### src/rtl/irq_pkg.sv
// irq_pkg: shared state encoding, register offsets and mcause values for the interrupt block
package irq_pkg;
    typedef enum logic [1:0] {IDLE = 2'd0, REQ = 2'd1, SERVICE = 2'd2} irq_state_e;
    localparam logic [4:0] MTIME_LO    = 5'h00;
    localparam logic [4:0] MTIME_HI    = 5'h04;
    localparam logic [4:0] MTIMECMP_LO = 5'h08;
    localparam logic [4:0] MTIMECMP_HI = 5'h0C;
    localparam logic [4:0] CTRL        = 5'h10;
    localparam logic [4:0] STATUS      = 5'h14;
    localparam logic [31:0] CAUSE_MTI  = 32'h8000_0007;
    localparam logic [31:0] CAUSE_MEI  = 32'h8000_000B;
endpackage

### src/rtl/irq_sync.sv
// irq_sync: multi-flop synchronizer with a rising-edge pulse on the synchronized level
module irq_sync #(
    parameter int unsigned STAGES = 2
) (
    input  logic clk,
    input  logic reset,
    input  logic async_i,
    output logic rise_o
);
    logic [STAGES-1:0] sync_q;
    logic              prev_q;
    always_ff @(posedge clk or posedge reset) begin
        if (reset) begin
            sync_q <= '0;
            prev_q <= 1'b0;
        end else begin
            sync_q <= STAGES'({sync_q, async_i});
            prev_q <= sync_q[STAGES-1];
        end
    end
    assign rise_o = sync_q[STAGES-1] && !prev_q;
endmodule

### src/rtl/irq_timer_ctrl.sv
// irq_timer_ctrl: memory-mapped mtime/mtimecmp timer and external interrupt source for the CSR unit
module irq_timer_ctrl
    import irq_pkg::*;
#(
    parameter int unsigned PRESCALE    = 1,
    parameter int unsigned SYNC_STAGES = 2
) (
    input  logic        clk,
    input  logic        reset,
    input  logic [4:0]  bus_addr,
    input  logic [31:0] bus_wdata,
    input  logic        bus_we,
    input  logic        bus_re,
    output logic [31:0] bus_rdata,
    input  logic        ext_irq_i,
    input  logic        irq_ack_i,
    input  logic        irq_done_i,
    output logic        interupt,
    output logic [31:0] irq_cause
);
    logic [31:0] psc_q, psc_d;
    logic [63:0] mtime_q, mtime_d, mtimecmp_q, mtimecmp_d;
    logic [1:0]  ctrl_q, ctrl_d;
    logic        ext_pend_q, ext_pend_d;
    irq_state_e  state_q, state_d;
    logic [31:0] cause_q, cause_d, rdata_q, rdata_d, rd_val;
    logic        tick, timer_pend, ext_req, ext_rise;
    irq_sync #(.STAGES(SYNC_STAGES)) u_sync (
        .clk    (clk),
        .reset  (reset),
        .async_i(ext_irq_i),
        .rise_o (ext_rise)
    );
    assign tick       = psc_q == 32'(PRESCALE - 1);
    assign timer_pend = ctrl_q[0] && (mtime_q >= mtimecmp_q);
    assign ext_req    = ext_pend_q && ctrl_q[1];
    always_comb begin
        psc_d      = tick ? 32'd0 : psc_q + 32'd1;
        // a write to either half swallows that cycle's increment
        mtime_d    = (bus_we && bus_addr == MTIME_LO) ? {mtime_q[63:32], bus_wdata} :
                     (bus_we && bus_addr == MTIME_HI) ? {bus_wdata, mtime_q[31:0]} :
                     mtime_q + {63'd0, tick};
        mtimecmp_d = (bus_we && bus_addr == MTIMECMP_LO) ? {mtimecmp_q[63:32], bus_wdata} :
                     (bus_we && bus_addr == MTIMECMP_HI) ? {bus_wdata, mtimecmp_q[31:0]} :
                     mtimecmp_q;
        ctrl_d     = (bus_we && bus_addr == CTRL) ? bus_wdata[1:0] : ctrl_q;
        ext_pend_d = (ext_rise && ctrl_q[1]) ||
                     (ext_pend_q && !(bus_we && bus_addr == STATUS && bus_wdata[1]));
        rd_val     = bus_addr == MTIME_LO    ? mtime_q[31:0] :
                     bus_addr == MTIME_HI    ? mtime_q[63:32] :
                     bus_addr == MTIMECMP_LO ? mtimecmp_q[31:0] :
                     bus_addr == MTIMECMP_HI ? mtimecmp_q[63:32] :
                     bus_addr == CTRL        ? {30'd0, ctrl_q} :
                     bus_addr == STATUS      ? {28'd0, state_q, ext_pend_q, timer_pend} : 32'd0;
        rdata_d    = bus_re ? rd_val : rdata_q;
    end
    always_comb begin
        state_d = state_q;
        cause_d = cause_q;
        case (state_q)
            IDLE: if (ext_req || timer_pend) begin
                state_d = REQ;
                cause_d = ext_req ? CAUSE_MEI : CAUSE_MTI;
            end
            REQ:     if (irq_ack_i) state_d = SERVICE;
            SERVICE: if (irq_done_i) state_d = IDLE;
            default: state_d = IDLE;
        endcase
    end
    always_ff @(posedge clk or posedge reset) begin
        if (reset) begin
            psc_q      <= '0;
            mtime_q    <= '0;
            mtimecmp_q <= '1;
            ctrl_q     <= '0;
            ext_pend_q <= 1'b0;
            state_q    <= IDLE;
            cause_q    <= '0;
            rdata_q    <= '0;
        end else begin
            psc_q      <= psc_d;
            mtime_q    <= mtime_d;
            mtimecmp_q <= mtimecmp_d;
            ctrl_q     <= ctrl_d;
            ext_pend_q <= ext_pend_d;
            state_q    <= state_d;
            cause_q    <= cause_d;
            rdata_q    <= rdata_d;
        end
    end
    assign interupt  = state_q == REQ;
    assign irq_cause = cause_q;
    assign bus_rdata = rdata_q;
endmodule

### config.mk
export PLATFORM = sky130hd
export DESIGN_NAME = irq_timer_ctrl
export DESIGN_NICKNAME = d
export VERILOG_FILES = /design/src/rtl/irq_pkg.sv /design/src/rtl/irq_sync.sv /design/src/rtl/irq_timer_ctrl.sv
export SDC_FILE = /design/constraint.sdc
export NUM_CORES = 1
export LEC_CHECK = 0
export BUFFER_PORTS_ARGS = -buffer_cell sky130_fd_sc_hd__buf_2
export CORE_ASPECT_RATIO = 1.1
export CORE_UTILIZATION = 35
export DETAILED_ROUTE_END_ITERATION = 10
export GPL_TIMING_DRIVEN = 0
export MAX_ROUTING_LAYER = met4
export PLACE_DENSITY = 0.52
export SLEW_MARGIN = 5
export SYNTH_ARGS = -nofsm -noshare
export SYNTH_HDL_FRONTEND = slang
export SYNTH_SLANG_ARGS = --single-unit
### constraint.sdc
create_clock -name clk -period 8.8 [get_ports clk]
set_input_delay 1.32 -clock clk [delete_from_list [all_inputs] [get_ports clk]]
set_output_delay 1.32 -clock clk [all_outputs]
set_load 0.03 [all_outputs]
======== Word-level counts from Yosys, hierarchy flattened ========
Index checks and enable logic that the tools add are counted.
cells by class
  $add $sub $neg .......................... 2
  multiply operators ...................... 0
  div/mod/pow operators ................... 0
  order comparisons ....................... 1
  equality and inequality tests ........... 11
  shift-type cells ........................ 0
  muxes and demuxes ....................... 15
  bitwise logic cells ..................... 1
  reduce and logical (&&, ||, !) cells .... 22
operator list
  operator                                                          number
  32-bit 2-to-1 mux                                                 7
  64-bit by 1-bit adder with 64-bit output                          1
  64-bit >= comparator                                              1
  64-bit 2-to-1 mux                                                 1
  32-bit by 1-bit adder with 32-bit output (second input constant)  1
  32-bit zero test                                                  1
  1-bit logical AND                                                 12
  4-bit 2-to-1 mux                                                  3
  5-bit by 4-bit == test with 1-bit output (second input constant)  2
  5-bit == test (second input constant)                             2
  2-bit != test (second input constant)                             4
  2-bit 2-to-1 mux                                                  3
  2-bit one-hot mux with 3 select lines                             1
  5-bit by 3-bit == test with 1-bit output (second input constant)  1
  5-bit zero test                                                   1
  2-bit AND reduction                                               2
  3-bit AND reduction                                               1
  2-bit by 1-bit == test with 1-bit output (second input constant)  1
  2-bit == test (second input constant)                             1
  1-bit zero test                                                   2
  2-bit zero test                                                   1
  1-bit logical OR                                                  2
  1-bit inverter                                                    1
storage, ports and cells
  register bits ........................... 232
  latch bits .............................. 0
  memory bits (writable) .................. 0
  memory bits (read-only) ................. 0
  input port bits ......................... 44
  output and inout bits ................... 65
  logic and storage cells ................. 64
  memories kept ........................... 0

======== Depth between registers and ports, before layout ========
  depth in word-level cells ............... 8
  depth in mapped cells ................... 13
  mapped depth without buffers ............ 13

======== Modules after synthesis ========
Synthesis repeated with hierarchy kept, for this count alone.
second synthesis, totals
  cell total of the unflattened synthesis .. 1294
  area total of the unflattened synthesis .. 12366.9 µm²
modules (own cells, without submodules)
  module          times used  cells each  area each (µm²)  sequential area each (µm²)
  irq_timer_ctrl  1           1289        12274.3          5084.9
  irq_sync        1           5           92.6             75.1

======== Worst setup path after synthesis ========
OpenSTA, ideal clock, no wires.
  kind .................................... register to register
  start ................................... register psc_q[0]
  end ..................................... register mtime_q[53]
  library setup time ...................... 0.069 ns
  data arrival time ....................... 3.201 ns
  required time ........................... 8.731 ns
  slack ................................... 5.529 ns
  stages on the path, launching flop included .. 14
  buffers on the path ..................... 2
  clock period less this slack ............ 3.271 ns
  path through ............................ dfrtp_1 -> inv_1 -> ha_1 -> nor4b_1 -> nand4_1 -> nor2_1 -> ha_1 -> nand4_1 -> or4_4 -> buf_6 -> or2_1 -> buf_6 -> or4_1 -> nand3_1
on the way
  word-level cells in the longest chain between the ends .. 3
ends and longest elaborated chain
  item                                      line                  RTL
  from (decl)                               irq_timer_ctrl.sv:21  logic [31:0] psc_q, psc_d;
  from (signal assigned)                    irq_timer_ctrl.sv:81  psc_q <= psc_d;
  32-bit zero test                          irq_timer_ctrl.sv:34  assign tick = psc_q == 32'(PRESCALE - 1);
  64-bit by 1-bit adder with 64-bit output  irq_timer_ctrl.sv:42  mtime_q + {63'd0, tick};
  64-bit 2-to-1 mux                         irq_timer_ctrl.sv:41  (bus_we && bus_addr == MTIME_HI) ? {bus_wdata, mtime_q[31:0]} :
  to (signal assigned)                      irq_timer_ctrl.sv:82  mtime_q <= mtime_d;
  to (decl)                                 irq_timer_ctrl.sv:22  logic [63:0] mtime_q, mtime_d, mtimecmp_q, mtimecmp_d;
Every way passes these cells. The select of a mux whose other input is x is not followed.
A chain may end at the register's enable or synchronous reset.

======== Worst setup path after layout ========
  start ................................... register psc_q[0]
  end ..................................... register mtime_q[45]
Same word-level chain as after synthesis.

==> metrics.txt <==
status=finished, violations left; failing checks=design-rule violations; GR Util All Layers=0.244; final wirelength=41700 um; class of the worst hold path=reg2reg; Sink Count=203; Worst-Margin Slew=1.17 ns; postcts setup bufs=0; Layout area overhead=16.5%; PD cells=235 nW/um^2; worst path arrival time=4.73 ns; Pins Over Slew Limit=0; Post-Layout Inst Area=14200 sq um; Lkg Pwr=6.06 nW; first-pass GRT wire length=64000 um; worst hold start=u_sync.sync_q[0]; number of global-route vias before repair=10398; DRC Markers=5; worst-case clock buffer depth=3; sequential share of the synthesized area=0.423; Synth Instances=1320; Cell variety after synth=62; metal3 WL=2730 um; worst r2r src=psc_q[0]; Area contributors post-synth=dfrtp_1 (29%), dfstp_2 (14%), ha_1 (7.0%); FP Rows=71; worst clock skew=0.0198 ns; detailed router's first-iteration violation count=961; CP max FO=9; DRT antenna net count=0; Die X=180 um; post-DP HPWL=30100 um; nets=1568; Slew HR=0.217; wl on met1=18000 um; Final Hold Vio Count=0; period utilisation layout=0.484; Cell Area, Synth=12200 sq um; PostCTS Resize Cnt=0; Synth async-reset ratio=1.00; drt wl/cell=21.8 um; fin util=0.414; register area=5160 sq um; RSZ-0062 raised after global routing=no; largest net degree at the start of global routing=75; CP startpoint=psc_q[0]; final worst slack=4.54 ns; Synth Register Bits=203; Non-Filler Instances=1914; Multi-input gate area=6240 sq um; placed cell count=1866; H-tree depth=1; IR drop worst, VDD=0.153 mV; maximum clock frequency=235 MHz; Worst Hold Slack=0.353 ns; vias per inst=5.64; Die ar.=35600 sq um; share of the synthesized area in the top cell type=0.285; critical path class=reg2reg; Fill cells=3480; Inserted Clock Buffers=26; Synth area leader=dfrtp_1; Initial Util=0.356; routability cong.=0.891; worst-skew pair later-pin latency=0.55 ns; I/O pin cnt=109; pre-CTS setup slack=4.10 ns; die height=198 um; GRT overflow=0; initial antenna violation count=0; Placed Area=13300 sq um; total number of vias=10792; Yosys warning count=0; # port buffers=80; Reg clk slew, reported paths=0.07 ns; Synth Flop Type=dfrtp_1; core area=34300 sq um; Post-synth top cells=nand2_1 (148), dfrtp_1 (139), o21ai_0 (133); top-count cell post-synth=nand2_1; TritonCTS clock tree=yes; Avg Inst Size Synth=9.24 sq um; maxcap violations=0; DR pass1 iterations=8; Ant. Diodes=0; clock root cell=clkbuf_16; final setup vio count=0; Final min period=4.26 ns; max layer used=met4; Post-synth EDFFs=0; CTS Hold Bufs=0; Worst setup EP type=register; crit start category=register; routed wl met2=19200 um; layout cell share with drive strength beyond 1=0.182; Worst Path Required=9.27 ns
==> final timing paths <==
| path | to | slack, ns | cells after the start |
|---|---|---|---|
| hold / removal | u_sync.sync_q[1] | 0.35 | 0 |
| max in group asynchronous | mtimecmp_q[24] | 7.18 | 3 |
| min in group asynchronous | bus_rdata[12] | 0.82 | 2 |
| setup / recovery | mtime_q[45] | 4.54 | 11 |
| hold reg to reg | u_sync.sync_q[1] | 0.35 | 0 |
| setup reg to reg | mtime_q[45] | 4.54 | 11 |
==> routing by layer <==
layer	vias up	global-route usage
met2	398	0.385
met4	0	0.0980
met5	-	-
li1	4976	-
met3	91	0.0360
met1	5327	0.315
==> power breakdown <==
group          switching, mW  total, mW  internal, mW
Combinational          0.510      0.859         0.350
Clock                  0.440       1.14         0.697
Sequential             0.196       1.34          1.15
Total                   1.15       3.34          2.19
==> final cells by class <==
class	count	area share
Timing Repair Buffer	82	0.0321
Clock inverter	10	0.00898
Sequential cell	203	0.363
Multi-Input combinational cell	939	0.439
Buffer	95	0.0343
Tap cell	438	0.0386
Clock buffer	38	0.0547
Inverter	109	0.0293
==> flip-flops by register name, summed over array words and instances (netlist names) <==
name / flops
u_sync.prev_q: 1
u_sync.sync_q: 2
state_q: 2
ext_pend_q: 1
psc_q: 32
ctrl_q: 2
irq_cause: 3
bus_rdata: 32
mtime_q: 64
mtimecmp_q: 64
==> critical path: stages, from the launching register on <==
cell and delay, ns:
dfrtp_1 0.43, inv_1 0.08, ha_1 0.14, nor4b_1 0.26, nand4_1 0.13, nor2_1 0.31
ha_1 0.26, nand4_1 0.55, nor4_2 0.98, nand2_1 0.37, or4_1 0.56, nand3_1 0.09
==> metrics by stage <==
stage	TNS, ns	total power [mW]
floorplan	0	1.90
global placement	-133.96	2.19
detailed placement	0	2.21
CTS	0	3.36
global route	0	3.55
finish	0	3.34
==> kinds of logic after synthesis <==
logic type / count (synthesis) / share of synthesized area
compound gates: 309 / 0.155
buf+inv: 204 / 0.0736
xor+xnor: 45 / 0.0323
mux: 39 / 0.0623
other cells: 1 / 0.000308
flops: 203 / 0.423
fa+ha+maj: 68 / 0.0698
simple gates: 451 / 0.183
==> cells in the final DEF, fill, tap and decap left out, types with 5 or more instances in the layout <==
cell type,netlist,layout
nand2_1,148,148
dfrtp_1,139,139
o21ai_0,133,133
inv_1,109,108
nand3_1,93,93
buf_2,0,80
ha_1,68,68
nor2_1,65,65
clkbuf_1,59,64
dfstp_2,64,64
a21oi_1,51,51
nand4_1,37,37
xnor2_1,33,33
o211ai_1,30,30
mux4_2,29,29
buf_4,29,29
a22oi_1,28,28
conb_1,1,27
clkbuf_16,0,27
nor3_1,16,16
and3_1,14,14
nor4_1,14,14
xor2_1,12,12
or4_1,10,10
and4_1,9,9
o22ai_1,9,9
a31oi_1,9,9
a21o_1,8,8
nor2b_1,7,7
nand2b_1,7,7
o311ai_0,6,6
clkinv_2,0,6
clkbuf_8,0,6
and2_1,5,5
mux2_2,5,5
mux2i_1,5,5
o311a_1,5,5
Power figures use the tool's default switching activity.
